<file path="src/rtl/voter_timed.sv">
// Timed N-voter judge: opens a window on start, latches sticky yes-votes,
// and publishes yes-count plus pass/fail with a one-cycle done pulse.
module voter_timed #(
  parameter int N      = 3,
  parameter int WINDOW = 16,
  parameter int THRESH = N/2 + 1
) (
  input  logic                     clk,
  input  logic                     rst,
  input  logic                     start,
  input  logic [N-1:0]             vote,
  output logic                     busy,
  output logic                     done,
  output logic                     pass,
  output logic [$clog2(N+1)-1:0]   yes_cnt,
  output logic [15:0]              time_left
);
  localparam int CW = $clog2(N+1);

  typedef enum logic [1:0] {IDLE, COLLECT, RESULT} state_t;

  state_t        state;
  logic [15:0]   timer;
  logic [N-1:0]  latch;
  logic [N-1:0]  latch_next;
  logic [CW-1:0] pop;
  logic          all_yes;

  genvar g;
  generate
    for (g = 0; g < N; g++) begin : g_lane
      assign latch_next[g] = latch[g] | vote[g];
    end
  endgenerate

  always_comb begin
    pop = '0;
    for (int i = 0; i < N; i++) pop = pop + CW'(latch_next[i]);
  end

  assign all_yes = &latch_next;

  // Early close when every voter has voted; otherwise run the timer out.
  always_ff @(posedge clk) begin
    if (rst) begin
      state   <= IDLE;
      timer   <= '0;
      latch   <= '0;
      pass    <= 1'b0;
      yes_cnt <= '0;
    end else begin
      case (state)
        IDLE: if (start) begin
          state   <= COLLECT;
          timer   <= 16'(WINDOW - 1);
          latch   <= '0;
          pass    <= 1'b0;
          yes_cnt <= '0;
        end
        COLLECT: begin
          latch <= latch_next;
          if (timer == 16'd0 || all_yes) begin
            state   <= RESULT;
            timer   <= '0;
            yes_cnt <= pop;
            pass    <= (pop >= CW'(THRESH));
          end else begin
            timer <= timer - 16'd1;
          end
        end
        RESULT:  state <= IDLE;
        default: state <= IDLE;
      endcase
    end
  end

  assign busy      = (state == COLLECT);
  assign done      = (state == RESULT);
  assign time_left = busy ? timer : 16'd0;
endmodule

</file>
<file path="config.mk">
export PLATFORM = sky130hd
export DESIGN_NAME = voter_timed
export DESIGN_NICKNAME = d
export VERILOG_FILES = /design/src/rtl/voter_timed.sv
export SDC_FILE = /design/constraint.sdc
export NUM_CORES = 1
export LEC_CHECK = 0
export BUFFER_PORTS_ARGS = -buffer_cell sky130_fd_sc_hd__buf_2
export CAP_MARGIN = 20
export CORE_ASPECT_RATIO = 1.5
export CORE_UTILIZATION = 59
export CTS_BUF_LIST = sky130_fd_sc_hd__clkbuf_8 sky130_fd_sc_hd__clkbuf_16
export CTS_CLUSTER_SIZE = 28
export DETAILED_ROUTE_END_ITERATION = 8
export GPL_TIMING_DRIVEN = 0
export PLACE_DENSITY = 0.84
export SETUP_SLACK_MARGIN = 0.15
export SYNTH_ARGS = -nofsm -noshare
export SYNTH_HDL_FRONTEND = slang
export SYNTH_SLANG_ARGS = --single-unit
export TNS_END_PERCENT = 30
</file>
<file path="constraint.sdc">
create_clock -name clk -period 5 [get_ports clk]
set_input_delay 1.5 -clock clk [delete_from_list [all_inputs] [get_ports clk]]
set_output_delay 1.5 -clock clk [all_outputs]
set_load 0.005 [all_outputs]
</file>
Yosys cells after proc, flatten, opt, wreduce, memory -nomap -nowiden
Index checks and enable logic that the tools add are counted. Widths: inputs -> output; s select.

Flip-flop bits (word level): 24. Input bits: 6. Word-level logic and storage cells: 39.

Add/subtract/negate cells: 3. Magnitude comparators: 1. Equality and inequality tests: 4. Mux-type cells: 15. Bitwise logic cells: 3. Reduce and logical (&&, ||, !) cells: 8.

Operators with widths (count): $mux 16 (3); $pmux 16 s2 (1); $logic_not 16->1 (1); $sub 16x1->16 const B (1); $mux 2 (4); $pmux 2 s2 (2); $pmux 3 s2 (1); $reduce_and 3->1 (2); $reduce_and 2->1 (2); $mux 3 (1); $or 1x1->1 (3); $add 1x1->2 (1); $add 2x1->2 (1); $eq 2x1->1 const B (1); $eq 2x2->1 const B (1); $ge 2x2->1 const B (1); $logic_not 2->1 (1); $mux 1 (2); $ne 2x1->1 const B (1); $ne 2x2->1 const B (1); $pmux 1 s2 (1); $reduce_bool 2->1 (1); $logic_or 1x1->1 (1).

Logic depth before layout (Yosys ltp)
Depth after elaboration: 6. Mapped depth: 7.

Worst setup path before layout
No wires, ideal clock.

Kind: input to register. Start point: input vote[2]. End point: register yes_cnt[0]. Setup time: 0.092 ns. Arrival time: 2.617 ns. Data required time: 4.908 ns. Setup slack: 2.291 ns. Cell stages on the path: 5. Buffers on the path: 1. Path through: or2_1 clkbuf_1 inv_1 fa_1 o32ai_1.

Cells in the longest elaborated chain, start to end: 5.

Ends and longest elaborated chain: start, declared (line 11) `input logic [N-1:0] vote,`; $or 1x1->1 * (line 32) `assign latch_next[g] = latch[g] | vote[g];`; parallel branches: the longest is 4 deep, another holds $add 2x1->2; end signal, assigned (line 65) `yes_cnt <= pop;`; end, declared (line 15) `output logic [$clog2(N+1)-1:0] yes_cnt,`.

Mark *: on every way between the ends. The select of a mux whose other input is x is not followed. A chain may end at the register's enable or synchronous reset.

Worst setup path after layout
Start point: register state[0]. End point: output time_left[9].

Cells in the longest elaborated chain, start to end: 2.

Ends and longest elaborated chain: start, declared (line 22) `state_t state;`; start signal, assigned (line 46) `state <= IDLE;`; start signal, assigned (line 54) `state <= COLLECT;`; start signal, assigned (line 63) `state <= RESULT;`; $eq 2x1->1 (line 77) `assign busy = (state == COLLECT);`; $mux 16 (line 79) `assign time_left = busy ? timer : 16'd0;`; end, declared (line 16) `output logic [15:0] time_left`.

No other way between the ends.

==> metrics <==
RSZ-0062 raised after global routing=false; clock latency at the later pin of the worst-skew pair=~270 ps; kind of critical path=flop to output port; floorplan die area=2650 sq um; R2R cell count=6; final-layout fill cell count=around 190; hold wc startpoint=yes_cnt[0]$_SDFFE_PP0P_; slack of the worst reg-to-reg path=2950 ps; total of buffers placed on input and output ports=26; PD cells=roughly 360 nW/um^2; post-layout total power=between 500 and 600 uW; TritonCTS buffer count=3; launch point of the worst reg-to-reg path=timer[0]$_SDFFE_PP0P_; routability congestion estimate=about 0.84; met2 usage in global routing=0.512; # DRC=0; Sinks on Clock Net=23; instance count after placement with tap cells included=approximately 230; grt met3 use=0.0405; aggregate routed wire length=between 3 and 4 mm; leading cell type in the layout, fill and taps excluded=sky130_fd_sc_hd__buf_2; biggest area contributors in the synthesized netlist=sky130_fd_sc_hd__dfxtp_1, sky130_fd_sc_hd__and2_1, sky130_fd_sc_hd__nor2_1, sky130_fd_sc_hd__nand2_1, sky130_fd_sc_hd__a21oi_1; standard cell core area=~2300 sq um; Post-synth top flop=sky130_fd_sc_hd__dfxtp_1; Ant. Diodes=0; clock period minus final worst setup slack=3250 ps; Die Width=~42 um; register bit total from synthesis=23; post-cts resize count=0; minimum hold slack=462 ps; Worst Max-Slew Pin Slew=just under 600 ps; clk_skew=approximately 5.8 ps; CTS Root Cell=sky130_fd_sc_hd__clkbuf_8; most frequent cells in the layout=sky130_fd_sc_hd__buf_2, sky130_fd_sc_hd__dfxtp_1, sky130_fd_sc_hd__nor2_1; clock tree from TritonCTS=built; Mean Syn Cell Area=8.05 sq um; kind of path behind the tightest hold check=flop to flop; EDFF count, synth=0; Final Slew Violations=0; Worst Setup End Kind=output port; global routing met1 resource utilization=0.325; number of unique standard cell types used by synthesis=47; count of final setup violators=0; detailed placer's ending HPWL=2.69 mm; number of search-and-repair iterations in the first detailed-routing pass=4; die outline height=62.5 um; synthesized netlist cell count=179; post-layout util=0.728; CTS HTree Levels=1; Post-Syn Nets=between 150 and 200; most congested layer reported by global routing=met2; maximum achievable frequency=about 300 MHz; post-DR wirelength/cell=~16 um; area grow syn2layout=14.1%; portion of the clock cycle consumed by the worst path in the final layout=0.650; starting utilization of the core area=0.638; vias in the first global route=around 1500; Std-Cell Rows=21; dominant cell type by area after synthesis=sky130_fd_sc_hd__dfxtp_1; final hold vios=0; layout cell share with drive strength beyond 1=0.187; Sum Neg Setup Slack=0 ps; 1st-iter DRT viols=75; run status=completed; hold-fix buffer count after cts=0; Final ANT Viol Nets=0; Worst-path clk slew=around 80 ps; overall global routing resource usage=0.293; Critical Path RT=about 3500 ps; worst hold path cell count=2; post-CTS repair timing setup buffer count=0; worst supply voltage drop on vdd=~0.23 mV; total number of vias=roughly 1500; initial antenna violation count=0; count of pins on the block boundary=27; area share of the largest cell type after synthesis=0.319; cell area after synthesis=about 1400 sq um; arrival time reported for the critical path endpoint=between 1500 and 2000 ps; Clock Tree Buf Depth=2; Endpoint, Worst Hold=yes_cnt[0]$_SDFFE_PP0P_; yosys synthesis warning count=0; max cap viols=0; async set-reset flop share out of synthesis=0; capturing point of the worst reg2reg path=timer[3]$_SDFFE_PP0P_; static power due to leakage=between 0.6 and 0.7 nW; maximum fanout count along the critical path=10; via density per instance=about 6.6; Seq/Total Area, Yosys=0.319; fin cells=approximately 230; Overflow after GRT=0; count of nets after finishing=roughly 220; first-pass GRT wire length=a little over 6 mm; largest net degree at the start of global routing=13; Slew headroom=0.612; category of the worst setup path launch point=flop
-- metal layers --
layer | wire length (um) | vias to the layer above
li1 | - | 723
met2 | 1810 | 87
met4 | 170 | 0
met1 | 1420 | 700
met5 | 0 | -
met3 | 263 | 23
-- metrics by stage --
step / setup WS [ps] / cell area (sq um)
CTS: 1770 / 1650
global route: 1610 / 1650
finish: 1750 / 1650
floorplan: 2290 / 1440
detailed placement: 1990 / 1600
global placement: 1990 / 1600
-- power breakdown --
| part | total (mW) | switching [mW] | internal (mW) | leakage, nW |
|---|---|---|---|---|
| Sequential | 0.228 | 0.0238 | 0.204 | 0.188 |
| Clock | 0.115 | 0.0599 | 0.0549 | 0.0269 |
| Combinational | 0.248 | 0.148 | 0.0996 | 0.469 |
| Total | 0.590 | 0.232 | 0.359 | 0.684 |
-- cells in the mapped netlist (2+ instances only) --
| library cell | n |
|---|---|
| sky130_fd_sc_hd__dfxtp_1 | 23 |
| sky130_fd_sc_hd__nor2_1 | 15 |
| sky130_fd_sc_hd__nand2_1 | 14 |
| sky130_fd_sc_hd__inv_1 | 12 |
| sky130_fd_sc_hd__a21oi_1 | 10 |
| sky130_fd_sc_hd__and2_1 | 9 |
| sky130_fd_sc_hd__nand2b_1 | 7 |
| sky130_fd_sc_hd__clkbuf_1 | 6 |
| sky130_fd_sc_hd__nor3_1 | 6 |
| sky130_fd_sc_hd__o211ai_1 | 6 |
| sky130_fd_sc_hd__nor2b_1 | 5 |
| sky130_fd_sc_hd__nor4_1 | 5 |
| sky130_fd_sc_hd__o21ai_0 | 5 |
| sky130_fd_sc_hd__nand3_1 | 4 |
| sky130_fd_sc_hd__o2111ai_1 | 4 |
| sky130_fd_sc_hd__o32ai_1 | 4 |
| sky130_fd_sc_hd__o31ai_1 | 3 |
| sky130_fd_sc_hd__or4_1 | 3 |
| sky130_fd_sc_hd__a221oi_1 | 2 |
| sky130_fd_sc_hd__a31oi_1 | 2 |
| sky130_fd_sc_hd__and3_1 | 2 |
| sky130_fd_sc_hd__buf_4 | 2 |
| sky130_fd_sc_hd__nand4_1 | 2 |
| sky130_fd_sc_hd__o221ai_1 | 2 |
| sky130_fd_sc_hd__o311ai_0 | 2 |
| sky130_fd_sc_hd__or3_1 | 2 |
| sky130_fd_sc_hd__xnor2_1 | 2 |
-- worst max-delay path: stages, from the launching register on --
cell and delay, ps:
sky130_fd_sc_hd__dfxtp_1 480, sky130_fd_sc_hd__nand2b_1 190, sky130_fd_sc_hd__inv_1 170, sky130_fd_sc_hd__clkbuf_1 340
sky130_fd_sc_hd__and2_1 190, sky130_fd_sc_hd__buf_2 110
-- cell type report --
class                   instances  area, sq um  area share
plain buffers                  10         53.8      0.0327
clock buffers                   3         41.3      0.0251
multi-input cells             134          882       0.536
well taps                      23         28.8      0.0175
clock inverters                 1         3.75     0.00228
inverters                      12         45.0      0.0274
repair buffers                 26          130      0.0791
flip-flops and latches         23          460       0.280
-- cells by family after synthesis --
group,Yosys count,share of synthesized area
AOI/OAI and AO/OA,48,0.249
muxes,1,0.00694
and+or+nand+nor,81,0.321
DFF,23,0.319
xor gates and xnor gates,2,0.0122
adders and majority gates,2,0.0226
buffers and inverters,22,0.0686
-- sequential cells by signal, indices dropped and copies added (netlist names) --
signal   cells
yes_cnt      1
timer       16
state        2
latch        3
pass         1
-- worst max path at each step --
stage / from / endpoint / slack [ps]
after floorplan: vote[2] / yes_cnt[0]$_SDFFE_PP0P_ / 2290
after global placement: vote[2] / yes_cnt[0]$_SDFFE_PP0P_ / 1990
after detailed placement: vote[2] / yes_cnt[0]$_SDFFE_PP0P_ / 1990
after CTS: state[0]$_SDFFE_PP0P_ / time_left[9] / 1770
after global routing: state[0]$_SDFFE_PP0P_ / time_left[3] / 1610
final: state[0]$_SDFFE_PP0P_ / time_left[9] / 1750
Note: power is estimated with default switching activity, not from simulation.
